<file path="config.mk">
export PLATFORM = sky130hd
export DESIGN_NAME = pipe_skid_latch
export DESIGN_NICKNAME = d
export VERILOG_FILES = /design/src/rtl/pipe_pkg.sv /design/src/rtl/pipe_skid_latch_sat_counter.sv /design/src/rtl/pipe_skid_latch.sv
export SDC_FILE = /design/constraint.sdc
export NUM_CORES = 1
export LEC_CHECK = 0
export BUFFER_PORTS_ARGS = -buffer_cell sky130_fd_sc_hd__buf_4
export CORE_UTILIZATION = 50
export DETAILED_ROUTE_END_ITERATION = 8
export HOLD_SLACK_MARGIN = 0.12
export PLACE_DENSITY = 0.76
export SETUP_SLACK_MARGIN = 0.5
export SYNTH_ARGS = -nofsm -noshare
export SYNTH_HDL_FRONTEND = slang
export SYNTH_SLANG_ARGS = --single-unit
</file>
<file path="constraint.sdc">
create_clock -name clk -period 3.35 [get_ports clk]
set_clock_uncertainty 0.05 [all_clocks]
set_input_delay 0.5025 -clock clk [delete_from_list [all_inputs] [get_ports clk]]
set_output_delay 0.5025 -clock clk [all_outputs]
set_load 0.005 [all_outputs]
</file>
<file path="src/rtl/pipe_pkg.sv">
// Shared types for the pipeline skid latches: FSM state encoding and the
// occupancy width, plus a helper that maps a state to its entry count.
package pipe_pkg;

  localparam int OCC_W = 2;

  typedef enum logic [1:0] {
    EMPTY = 2'd0,
    FULL  = 2'd1,
    SKID  = 2'd2
  } latch_state_t;

  function automatic logic [OCC_W-1:0] occ_of(input latch_state_t s);
    logic [OCC_W-1:0] occ;
    occ = '0;
    case (s)
      FULL:    occ = 2'd1;
      SKID:    occ = 2'd2;
      default: occ = 2'd0;
    endcase
    return occ;
  endfunction

endpackage

</file>
<file path="src/rtl/pipe_skid_latch_sat_counter.sv">
// Saturating up-counter with synchronous clear; clear wins over increment and
// the count sticks at all-ones instead of wrapping.
module sat_counter #(
  parameter int W = 16
) (
  input  logic         clk,
  input  logic         reset,
  input  logic         inc,
  input  logic         clr,
  output logic [W-1:0] count
);

  logic at_max;

  assign at_max = &count;

  always_ff @(posedge clk or posedge reset) begin
    if (reset) begin
      count <= '0;
    end else if (clr) begin
      count <= '0;
    end else if (inc && !at_max) begin
      count <= count + 1'b1;
    end
  end

endmodule

</file>
<file path="src/rtl/pipe_skid_latch.sv">
// Inter-stage pipeline latch with valid/ready handshake, a 2-entry skid buffer,
// branch-redirect flush and a saturating stall-cycle counter.
module pipe_skid_latch
  import pipe_pkg::*;
#(
  parameter int WIDTH = 32,
  parameter int CNT_W = 16
) (
  input  logic             clk,
  input  logic             reset,
  input  logic             in_valid,
  output logic             in_ready,
  input  logic [WIDTH-1:0] in_data,
  output logic             out_valid,
  input  logic             out_ready,
  output logic [WIDTH-1:0] out_data,
  input  logic             flush,
  output logic [OCC_W-1:0] occupancy,
  output logic [CNT_W-1:0] stall_cnt,
  input  logic             stall_clr
);

  latch_state_t     state_q;
  latch_state_t     state_d;
  logic [WIDTH-1:0] main_q;
  logic [WIDTH-1:0] skid_q;
  logic             load_main_in;
  logic             load_main_skid;
  logic             load_skid;
  logic             stall_inc;

  assign in_ready  = (state_q != SKID) && !flush;
  assign out_valid = (state_q != EMPTY);
  assign occupancy = occ_of(state_q);
  assign out_data  = main_q;

  always_ff @(posedge clk or posedge reset) begin
    if (reset) begin
      state_q <= EMPTY;
    end else begin
      state_q <= state_d;
    end
  end

  // Flush overrides every transition; the data regs are left alone because
  // their contents are don't-care once out_valid drops.
  always_comb begin
    state_d        = state_q;
    load_main_in   = 1'b0;
    load_main_skid = 1'b0;
    load_skid      = 1'b0;
    if (flush) begin
      state_d = EMPTY;
    end else begin
      case (state_q)
        EMPTY: begin
          if (in_valid) begin
            state_d      = FULL;
            load_main_in = 1'b1;
          end
        end
        FULL: begin
          if (in_valid && out_ready) begin
            load_main_in = 1'b1;
          end else if (!in_valid && out_ready) begin
            state_d = EMPTY;
          end else if (in_valid && !out_ready) begin
            state_d   = SKID;
            load_skid = 1'b1;
          end
        end
        SKID: begin
          if (out_ready) begin
            state_d        = FULL;
            load_main_skid = 1'b1;
          end
        end
        default: begin
          state_d = EMPTY;
        end
      endcase
    end
  end

  // Main always holds the older entry; skid only ever holds the younger one.
  always_ff @(posedge clk or posedge reset) begin
    if (reset) begin
      main_q <= '0;
    end else if (load_main_in) begin
      main_q <= in_data;
    end else if (load_main_skid) begin
      main_q <= skid_q;
    end
  end

  always_ff @(posedge clk or posedge reset) begin
    if (reset) begin
      skid_q <= '0;
    end else if (load_skid) begin
      skid_q <= in_data;
    end
  end

  assign stall_inc = out_valid && !out_ready && !flush;

  sat_counter #(
    .W(CNT_W)
  ) u_stall_cnt (
    .clk   (clk),
    .reset (reset),
    .inc   (stall_inc),
    .clr   (stall_clr),
    .count (stall_cnt)
  );

endmodule

</file>
Word level (Yosys, flattened, before mapping)
Index checks and enable logic that the tools add are counted.
{"block": "totals", "wordCells": 53, "out_inout_bits": 52, "inputBits": 38, "ff_bits": 82}
{"block": "op_classes", "addsub": 1, "eq_ne": 7, "n_reduce_logical": 17, "muxes": 24}
{"operator": "32-bit two-way mux", "n": 2}
{"operator": "16-bit two-way mux", "n": 2}
{"operator": "16-bit by 1-bit adder with 16-bit output (second input constant)", "n": 1}
{"operator": "16-bit AND reduction", "n": 1}
{"operator": "2-bit two-way mux", "n": 6}
{"operator": "1-bit two-way mux", "n": 11}
{"operator": "3-bit != test (second input constant)", "n": 3}
{"operator": "1-bit logical AND", "n": 7}
{"operator": "2-bit one-hot mux with 3 select lines", "n": 1}
{"operator": "2-bit nonzero test", "n": 3}
{"operator": "1-bit zero test", "n": 4}
{"operator": "4-bit != test (second input constant)", "n": 1}
{"operator": "2-bit one-hot mux with 2 select lines", "n": 1}
{"operator": "4-bit AND reduction", "n": 1}
{"operator": "2-bit by 1-bit equality test with 1-bit output (second input constant)", "n": 1}
{"operator": "2-bit equality test (second input constant)", "n": 1}
{"operator": "2-bit zero test", "n": 1}
{"operator": "2-bit != test (second input constant)", "n": 1}
{"operator": "1-bit one-hot mux with 2 select lines", "n": 1}

Logic depth before layout (Yosys ltp)
Gate-level depths: netlist of the first run.
{"block": "depth", "word_depth": 7, "mapped_depth": 6, "depth_no_buf": 5}

Hierarchy
Synthesis of the first run repeated with hierarchy kept, for this count alone.
{"block": "unflattened", "hier_cells": 304, "hier_area_um2": 3711.1}
{"module": "pipe_skid_latch", "seq_area_each_um2": 1651.6, "cells_each": 200, "instances": 1, "area_per_inst_um2": 2788.9}
{"module": "sat_counter", "seq_area_each_um2": 400.4, "cells_each": 104, "instances": 1, "area_per_inst_um2": 922.1}

Worst setup path after synthesis of the first run
Ideal clock, no wire load.
{"block": "synth_path", "path_type": "register -> register", "from": "register u_stall_cnt.count[0]", "to": "register u_stall_cnt.count[2]", "synth_period_minus_slack_ns": 1.852, "path_stages_with_launch": 6, "t_arrival_ns": 1.675, "setup_ns": 0.127, "path_buffers": 0, "slack_ns": 1.498, "t_required_ns": 3.173, "cell_sequence": "dfrtp_1 > ha_1 > nand4_1 > or4_4 > nand3_1 > mux2_1"}
{"block": "synth_between", "elab_chain_len": 4, "word_cells_on_any_way": 7, "cone_classes": "add/sub: 1; mux: 2; reduce/logical: 4"}
{"item": "start, declared", "line_no": "pipe_skid_latch_sat_counter.sv:10", "text": "output logic [W-1:0] count"}
{"item": "start signal, assigned", "line_no": "pipe_skid_latch_sat_counter.sv:23", "text": "count <= count + 1'b1;"}
{"item": "parallel branches: the longest is 4 deep, another holds 16-bit by 1-bit adder with 16-bit output"}
Parallel ways; which one is timed is not known. The select of a mux whose other input is x is not followed.
A chain may end at the register's enable or synchronous reset.

Final worst setup path of the first run
{"block": "layout_path", "from": "register state_q[1]", "to": "register skid_q[1]"}
{"block": "layout_between", "elab_chain_len": 3}
{"item": "start, declared", "line_no": "pipe_skid_latch.sv:23", "text": "latch_state_t state_q;"}
{"item": "start signal, assigned", "line_no": "pipe_skid_latch.sv:41", "text": "state_q <= state_d;"}
{"item": "2-bit by 1-bit equality test with 1-bit output", "line_no": "pipe_skid_latch.sv:55", "text": "case (state_q)"}
{"item": "1-bit two-way mux", "line_no": "pipe_skid_latch.sv:55"}
{"item": "1-bit two-way mux", "line_no": "pipe_skid_latch.sv:52", "text": "if (flush) begin"}
{"item": "end signal, assigned", "line_no": "pipe_skid_latch.sv:100", "text": "skid_q <= in_data;"}
{"item": "end, declared", "line_no": "pipe_skid_latch.sv:26", "text": "logic [WIDTH-1:0] skid_q;"}
No other way between the ends.

==> run_results.csv, run 1 <==
group,metric,value,unit
route,route.vias.total,2809,
clocking,numCtsBuffers,9,
cells_and_area,area_growth_syn_to_layout,27.0,%
logic_synthesis,synthArstFlopShare,100,%
critical_path,cp_slowest_cell,"nand3_2",
global_route,grt_max_degree,49,
logic_synthesis,yosysSeqAreaShare,56.3,%
power,p_total,2.38,mW
clocking,cts-hold-fix-buffers,0,
critical_path,cp_max_fo,33,
route,ant_nets,0,
critical_path,arrival,2.40,ns
logic_synthesis,synth_most_common_cell,"dfrtp_1",
cells_and_area,finish.utilization,67.0,%
clocking,h-tree-depth,3,
sta,fin_crit_sh,66.4,%
cells_and_area,fillers,577,
placement,dp_cells,499,
sta,timing.hold.ws,0.239,ns
sta,setup_viol,0,
global_route,grt_pass1_vias,2626,
route,drcViolationCount,0,
placement,place_ws,0.909,ns
logic_synthesis,synth_edf_count,0,
floorplanning,coreArea,6910,µm²
logic_synthesis,ys_ff_latch,82,
clocking,cts_resized,0,
floorplanning,dieHeight,87.4,µm
cells_and_area,design_area,4620,µm²
floorplanning,dieArea,7630,µm²
clocking,clk-insertion-delay-late,0.35,ns
sta,slew_violations,0,
cells_and_area,fin_nets,453,
power,ir_worst_vdd,274,µV
clocking,cts_tree,"done",
global_route,antenna_found_initial,0,
placement,dpl_cell_area,4430,µm²
critical_path,worstSetupStartpointType,"flip-flop",
sta,finalCriticalPeriod,2.22,ns
logic_synthesis,synthCells,328,
placement,dp_hpwl,5.34,mm
logic_synthesis,synthTopCellsByCount,"dfrtp_1, nand2_1, mux2_2, a22oi_1",
status,outcome,"finished, final reports clean",
sta,slew_headroom,40.0,%
clocking,path_clk_slew,0.08,ns
hold_path,hp-class,"in2async",
power,p_per_area,514,nW/µm²
sta,fmax,450,MHz
logic_synthesis,yosysTopAreaCell,"dfrtp_1",
sta,hold_viol,0,
power,p_leak,2.23,nW
job,drv_cap,0,
sta,grt_setup_unrepaired,"false",
logic_synthesis,synth_flop_cell,"dfrtp_1",
logic_synthesis,ys_top_cells_by_area,"dfrtp_1, mux2_2, nand2_1",
sta,setup_tns,0,ns
clocking,root_buffer,"clkbuf_8",
logic_synthesis,synth.avg_cell_area,11.1,µm²
placement,portBuffers,89,
global_route,gr-total-overflow,0,
cells_and_area,antennaDiodeCount,0,
critical_path,critical_path_class,"reg2reg",
route,wl_per_cell,15.5,µm
route,routed_wl,7.98,mm
logic_synthesis,synth_warnings,0,
critical_path,cp_slowest_stage_delay,0.72,ns
cells_and_area,final_cells,514,
critical_path,cp-end-kind,"flip-flop",
logic_synthesis,synthesis.nets,367,
clocking,numClockSinks,82,
cells_and_area,drive_gt1_share,36.4,%
floorplanning,io_pins,90,
floorplanning,placementRows,30,
logic_synthesis,synth_top_area_share,56.3,%
critical_path,crit_chain,"nor2_1 -> nand3_2 -> mux2_2",
critical_path,worstPathRequired,3.53,ns
sta,finalWorstSetupSlack,1.13,ns
route,via_per_inst,5.46,
placement,gp_congestion,0.814,
clocking,post_cts_buffers,0,
floorplanning,start_util,52.7,%
global_route,gr-usage-all-layers,22.1,%
global_route,grt_pass1_wl,12.8,mm
floorplanning,die_w,87.4,µm
route,dr.pass1.iters,4,
sta,worstMarginPinSlew,0.900,ns
logic_synthesis,netlist_area,3640,µm²
clocking,clk_path_buf_depth,2,
route,first_iter_violations,140,
logic_synthesis,ys_types,44,
[cells by family after synthesis]
kind of cell               synth area share [%]
adders and majority gates                 0.343
DFF                                        56.3
buffers and inverters                      2.40
and+or+nand+nor                            17.8
muxes                                      11.9
AOI/OAI and AO/OA                          11.2
[layout by cell type, fill, tap and decap left out, types with 2 or more instances in the layout]
cell and instances:
o41ai_1 2, o31ai_1 6, a22oi_1 30, and3_1 2
nor2b_1 5, and4_1 2, mux2_2 32, o21ai_0 3
inv_1 2, nand4_1 6, nor3_1 2, or4_1 6
or3_1 2, and2_1 2, buf_4 92, o21ai_1 3
clkbuf_8 10, nand3_1 4, mux2_1 3, nor4_1 2
mux2i_1 4, nor2_1 9, nand2_1 68, a21oi_1 12
dfrtp_1 82, nand4_2 3, clkinv_2 4
[power breakdown]
part / switching [mW] / leakage, nW / total (mW) / internal, mW
logic: 0.164 / 1.09 / 0.401 / 0.238
registers: 0.0983 / 1.04 / 1.27 / 1.17
clock network: 0.350 / 0.102 / 0.709 / 0.360
total: 0.612 / 2.23 / 2.38 / 1.77
[sequential cells by signal, indices dropped and copies added (netlist names)]
signal             flops
skid_q                32
u_stall_cnt.count     16
out_data              32
state_q                2
[critical path, delay by kind of cell, from the launching register on]
family           cells  cell delay [ns]
multiplexers         1             0.55
flip-flops           1             0.46
AND/OR/NAND/NOR      2             1.03
[final cells by class]
type                    count  area (µm²)  share of cell area, %
inverters                   3        12.5                  0.271
flip-flops and latches     82        2050                   44.4
clock buffers              10         138                   2.98
multi-input cells         225        1540                   33.3
well taps                  96         120                   2.60
clock inverters             5        53.8                   1.16
repair buffers             93         711                   15.4
[worst paths after layout]
path | start | endpoint | slack, ns | depth (start not counted)
worst max-delay path | state_q[1] | skid_q[1] | 1.13 | 3
worst min register to register | out_data[29] | out_data[29] | 0.43 | 2
worst min-delay path | reset | out_data[27] | 0.24 | 2
max in group asynchronous | reset | out_data[9] | 2.34 | 3
min in group clk | in_data[1] | out_data[1] | 0.32 | 3
worst max register to register | state_q[1] | skid_q[1] | 1.13 | 3
[per-layer routing]
| metal | share of wire, % | vias to the layer above | routed length [µm] | GRT usage [%] |
|---|---|---|---|---|
| li1 | - | 1350 | - | - |
| met1 | 45 | 1375 | 3580 | 29.5 |
| met2 | 49 | 72 | 3880 | 34.6 |
| met3 | 4.8 | 12 | 383 | 4.45 |
| met4 | 1.7 | 0 | 134 | 10.6 |
| met5 | 0 | - | 0 | 0 |
No activity file was read; power rests on OpenSTA's default activity.
==> inputs of run 2 (changes only) <==
--- a/config.mk
+++ b/config.mk
@@ -6,7 +6,7 @@
 export NUM_CORES = 1
 export LEC_CHECK = 0
 export BUFFER_PORTS_ARGS = -buffer_cell sky130_fd_sc_hd__buf_4
-export CORE_UTILIZATION = 50
+export CORE_UTILIZATION = 48
 export DETAILED_ROUTE_END_ITERATION = 8
 export HOLD_SLACK_MARGIN = 0.12
 export PLACE_DENSITY = 0.76
==> constraint.sdc (replaced) <==
create_clock -name clk -period 1.95 [get_ports clk]
set_clock_uncertainty 0.05 [all_clocks]
set_input_delay 0.2925 -clock clk [delete_from_list [all_inputs] [get_ports clk]]
set_output_delay 0.2925 -clock clk [all_outputs]
set_load 0.005 [all_outputs]
==> run_results.csv, run 2 (synthesis results as in run 1) <==
group,metric,value,unit
global_route,antenna_found_initial,0,
placement,dp_hpwl,5.56,mm
route,first_iter_violations,127,
power,p_total,4.57,mW
power,p_per_area,783,nW/µm²
critical_path,crit_cells,5,
route,route.vias.total,3292,
global_route,grt_pass1_wl,15.4,mm
sta,setup_tns,0,ns
sta,worstMarginPinSlew,0.437,ns
placement,gp_congestion,0.848,
cells_and_area,layout_commonest_cell,"buf_4",
critical_path,cp_slowest_stage_delay,0.64,ns
route,ant_nets,0,
clocking,path_clk_slew,0.09,ns
sta,fmax,515,MHz
global_route,gr-total-overflow,0,
route,drt-met1-wl,4.24,mm
sta,finalCriticalPeriod,1.94,ns
power,p_leak,2.76,nW
sta,fin_crit_sh,99.5,%
clocking,h-tree-depth,3,
clocking,root_buffer,"clkbuf_8",
global_route,gr-usage-all-layers,25.9,%
cells_and_area,antennaDiodeCount,0,
critical_path,cp_slowest_cell,"or4_4",
global_route,grt_max_degree,83,
sta,grt_setup_unrepaired,"true",
clocking,numCtsBuffers,9,
hold_path,hold_depth,3,
floorplanning,io_pins,90,
global_route,grt_pass1_vias,3220,
floorplanning,coreArea,7290,µm²
power,seqPwrFrac,49.0,%
floorplanning,dieArea,7940,µm²
sta,slew_headroom,70.9,%
critical_path,cp-end-kind,"flip-flop",
floorplanning,start_util,49.9,%
sta,slew_violations,0,
status,outcome,"finished, final reports clean",
sta,hold_viol,0,
critical_path,ff2ff_path_depth,5,
critical_path,critical_path_class,"reg2reg",
power,pwr-share-clk,30.5,%
critical_path,worstSetupStartpointType,"flip-flop",
floorplanning,dieHeight,89.1,µm
route,wl_met3,560,µm
power,internal_power,3.31,mW
power,ir_worst_vdd,548,µV
cells_and_area,final_cell_mix,"buf_4, dfrtp_1, mux2_2",
critical_path,critPathTopFamily,"simple AND/OR/NAND/NOR gates",
hold_path,hp-class,"in2reg",
route,drcViolationCount,0,
clocking,numClockSinks,82,
critical_path,crit_chain,"ha_2 -> nand4_1 -> or4_4 -> nand3_2 -> mux2_4",
cells_and_area,fin_nets,523,
route,dr_wl_met2,5.95,mm
critical_path,worstPathRequired,2.13,ns
floorplanning,placementRows,31,
clocking,clk-insertion-delay-late,0.35,ns
placement,portBuffers,89,
route,via_per_inst,5.60,
route,dr.pass1.iters,5,
cells_and_area,drive_gt1_share,59.5,%
critical_path,cp_max_fo,4,
power,p_switching,1.26,mW
power,combinationalPowerShare,20.5,%
route,wl_per_cell,18.6,µm
job,drv_cap,0,
sta,setup_viol,0,
cells_and_area,area_growth_syn_to_layout,60.3,%
critical_path,arrival,2.12,ns
placement,place_ws,0.0725,ns
clocking,cts_tree,"done",
sta,finalWorstSetupSlack,0.00959,ns
critical_path,crit_buf_inv,0,
clocking,clk_path_buf_depth,2,
power,power.share.switching,27.5,%
route,top_layer,"met4",
floorplanning,die_w,89.1,µm
route,routed_wl,10.9,mm
==> run 2: path summary, 6_finish.rpt <==
check	startpoint	slack, ns	endpoint
min reg2reg	out_data[24]	0.44	out_data[24]
max in group asynchronous	reset	0.95	state_q[0]
min in group asynchronous	reset	0.56	u_stall_cnt.count[3]
max reg2reg	u_stall_cnt.count[1]	0.01	u_stall_cnt.count[2]
max	u_stall_cnt.count[1]	0.01	u_stall_cnt.count[2]
min	in_data[16]	0.12	out_data[16]
==> run 2: routing by layer <==
metal  global-route usage, %  vias up
met2                    47.5      102
met1                    30.6     1668
li1                        -     1500
met3                    5.63       22
met4                    6.78        0
met5                       0        -
==> run 2: worst min-delay path, stage by stage <==
cell and delay, ns:
buf_4 0.08, a22oi_1 0.07, nand2_1 0.06
==> run 2: power by group through the flow <==
stage	Clock, mW	Combinational, mW	Sequential (mW)
after floorplan	0	0.360	2.18
after global placement	0	0.692	2.19
after detailed placement	0	0.717	2.21
after CTS	1.41	0.844	2.20
after global routing	1.48	1.02	2.28
final	1.39	0.937	2.24
==> run 2: final cells by class <==
| type | count | area (µm²) |
|---|---|---|
| Clock buffer | 9 | 124 |
| Clock inverter | 7 | 101 |
| Fill cell | 457 | 1450 |
| Inverter | 3 | 17.5 |
| Multi-Input combinational cell | 225 | 1890 |
| Sequential cell | 82 | 2060 |
| Tap cell | 99 | 124 |
| Timing Repair Buffer | 163 | 1520 |
==> run 2: what timing repair did <==
| item | CTS | global route |
|---|---|---|
| buffers inserted | 32 | 8 |
| hold buffers | 7 | 2 |
| gates resized for setup | 81 | 57 |
| pin swaps | 46 | 18 |
| cloned | 4 | 3 |
| endpoints found under the hold margin | 88 | 2 |
| setup endpoints to repair | 84 | 85 |
==> run 2: per-stage QoR <==
stage          cell area (µm²)  std cells  utilization [%]  hold WS, ns
5_1_grt                   5840        588             80.1        0.117
3_5_place_dp              4560        516             62.5        0.398
4_1_cts                   5480        575             75.2        0.120
3_3_place_gp              4560        516             62.5        0.403
2_1_floorplan             3660        328                -        0.308
6_report                  5840        588             80.1        0.122
==> inputs of run 3 (changes only) <==
--- a/config.mk
+++ b/config.mk
@@ -9,7 +9,7 @@
 export CORE_UTILIZATION = 48
 export DETAILED_ROUTE_END_ITERATION = 8
 export HOLD_SLACK_MARGIN = 0.12
-export PLACE_DENSITY = 0.76
+export PLACE_DENSITY_LB_ADDON = 0.08
 export SETUP_SLACK_MARGIN = 0.5
 export SYNTH_ARGS = -nofsm -noshare
 export SYNTH_HDL_FRONTEND = slang
==> run_results.csv, run 3 (synthesis results as in run 1) <==
group,metric,value,unit
status,violations,"setup timing",
critical_path,worstSetupStartpointType,"flip-flop",
cells_and_area,final_cell_mix,"buf_4, dfrtp_1, nand2_1",
sta,setup_viol,1,
sta,finalCriticalPeriod,1.97,ns
sta,fin_crit_sh,101,%
power,ir_worst_vdd,678,µV
route,via_per_inst,5.96,
global_route,antenna_found_initial,0,
cells_and_area,multi_input_area,1920,µm²
floorplanning,dieArea,7940,µm²
cells_and_area,fillers,364,
critical_path,critical_path_class,"reg2reg",
placement,gp_congestion,0.780,
critical_path,critPathTopFamily,"simple AND/OR/NAND/NOR gates",
power,p_per_area,738,nW/µm²
critical_path,cp_max_fo,3,
sta,worstMarginPinSlew,0.495,ns
floorplanning,dieHeight,89.1,µm
route,drcViolationCount,0,
clocking,root_buffer,"clkbuf_8",
cells_and_area,antennaDiodeCount,0,
critical_path,crit_buf_inv,1,
critical_path,worstPathRequired,2.14,ns
floorplanning,die_w,89.1,µm
clocking,numCtsBuffers,9,
clocking,clk-insertion-delay-late,0.37,ns
floorplanning,io_pins,90,
clocking,clk_path_buf_depth,2,
cells_and_area,area_growth_syn_to_layout,70.2,%
floorplanning,placementRows,31,
critical_path,crit_chain,"ha_2 -> nand4_1 -> buf_4 -> or4_4 -> nand3_2 -> mux2_4",
cells_and_area,regArea,2060,µm²
hold_path,hp-class,"in2reg",
route,dr.pass1.iters,5,
clocking,numClockSinks,82,
route,routed_wl,12.9,mm
cells_and_area,finish.utilization,85.0,%
global_route,grt_max_degree,83,
global_route,gr-total-overflow,0,
clocking,path_clk_slew,0.09,ns
placement,portBuffers,89,
sta,grt_setup_unrepaired,"true",
power,p_leak,2.87,nW
sta,hold_viol,0,
critical_path,cp_slowest_cell,"or4_4",
route,first_iter_violations,245,
placement,dp_hpwl,5.47,mm
cells_and_area,drive_gt1_share,57.7,%
cells_and_area,layout_commonest_cell,"buf_4",
job,drv_cap,0,
floorplanning,start_util,49.9,%
global_route,grt_pass1_vias,3366,
critical_path,rrSetupSlack,-0.02,ns
critical_path,cp_slowest_stage_delay,0.46,ns
global_route,grt_pass1_wl,17.4,mm
route,route.vias.total,3608,
route,wl_per_cell,21.4,µm
sta,slew_violations,0,
clocking,h-tree-depth,3,
sta,fmax,507,MHz
route,ant_nets,0,
cells_and_area,fin_nets,540,
critical_path,arrival,2.16,ns
clocking,cts_tree,"done",
floorplanning,coreArea,7290,µm²
sta,finalWorstSetupSlack,-0.0205,ns
sta,setup_tns,-0.0205,ns
sta,slew_headroom,66.8,%
global_route,gr-usage-all-layers,30.2,%
status,outcome,"complete, but fails checks",
critical_path,cp-end-kind,"flip-flop",
[run 3: changes by cell type in the layout (fill, tap and decap cells not counted), sizes merged]
cell,change
inv,-1
buf,+5
clkbuf,+2
clkinvlp,+2
clkinv,-2
dlygate4sd3,+12
bufinv,-1
[run 3: final timing paths]
| check | cells after the start | endpoint | start |
|---|---|---|---|
| max in group asynchronous | 4 | u_stall_cnt.count[7] | reset |
| min in group asynchronous | 4 | skid_q[3] | reset |
| setup reg to reg | 6 | u_stall_cnt.count[2] | u_stall_cnt.count[1] |
| hold / removal | 3 | out_data[18] | in_data[18] |
| setup / recovery | 6 | u_stall_cnt.count[2] | u_stall_cnt.count[1] |
| hold reg to reg | 2 | out_data[13] | out_data[13] |
[run 3: final cells by class]
type	count	area share, %
Sequential cell	82	33.2
Multi-Input combinational cell	225	30.9
Timing Repair Buffer	180	30.4
Clock buffer	11	2.28
Tap cell	99	2.00
Clock inverter	5	0.989
Inverter	3	0.283
[run 3: metrics by stage]
step	power [mW]	worst slack [ns]	hold WS, ns	instances	instance area, µm²
6_report	4.57	-0.0205	0.120	605	6200
5_1_grt	4.75	-0.0561	0.120	605	6200
2_1_floorplan	2.54	0.0977	0.308	328	3660
3_3_place_gp	2.89	0.123	0.404	517	4580
4_1_cts	4.42	0.138	0.120	593	5890
3_5_place_dp	2.93	0.0753	0.410	517	4580
[run 3: tightest hold or removal path, cell delays in order]
cell	delay, ns
buf_4	0.09
a22oi_2	0.06
nand2_1	0.07
[run 3: per-layer routing]
metal	share of wire (%)	vias up	track usage (%)	routed length [µm]
li1	-	1549	-	-
met3	5.8	49	6.09	751
met2	51	190	50.8	6630
met1	39	1820	37.9	5110
met4	3.5	0	13.4	459
met5	0	-	0	0
[run 3: repair_timing]
action | in CTS | in global routing
gates cloned | 11 | 2
endpoints found under the hold margin | 104 | 1
setup endpoints to repair | 84 | 85
buffers inserted | 29 | 9
hold buffers | 20 | 1
pin swaps | 57 | 46
resized for setup | 102 | 39
[run 3: power by group]
part / total, mW / internal, mW / switching (mW) / leakage [nW]
registers: 2.24 / 2.01 / 0.232 / 1.03
clock network: 1.29 / 0.631 / 0.656 / 0.0922
logic: 1.04 / 0.618 / 0.425 / 1.74
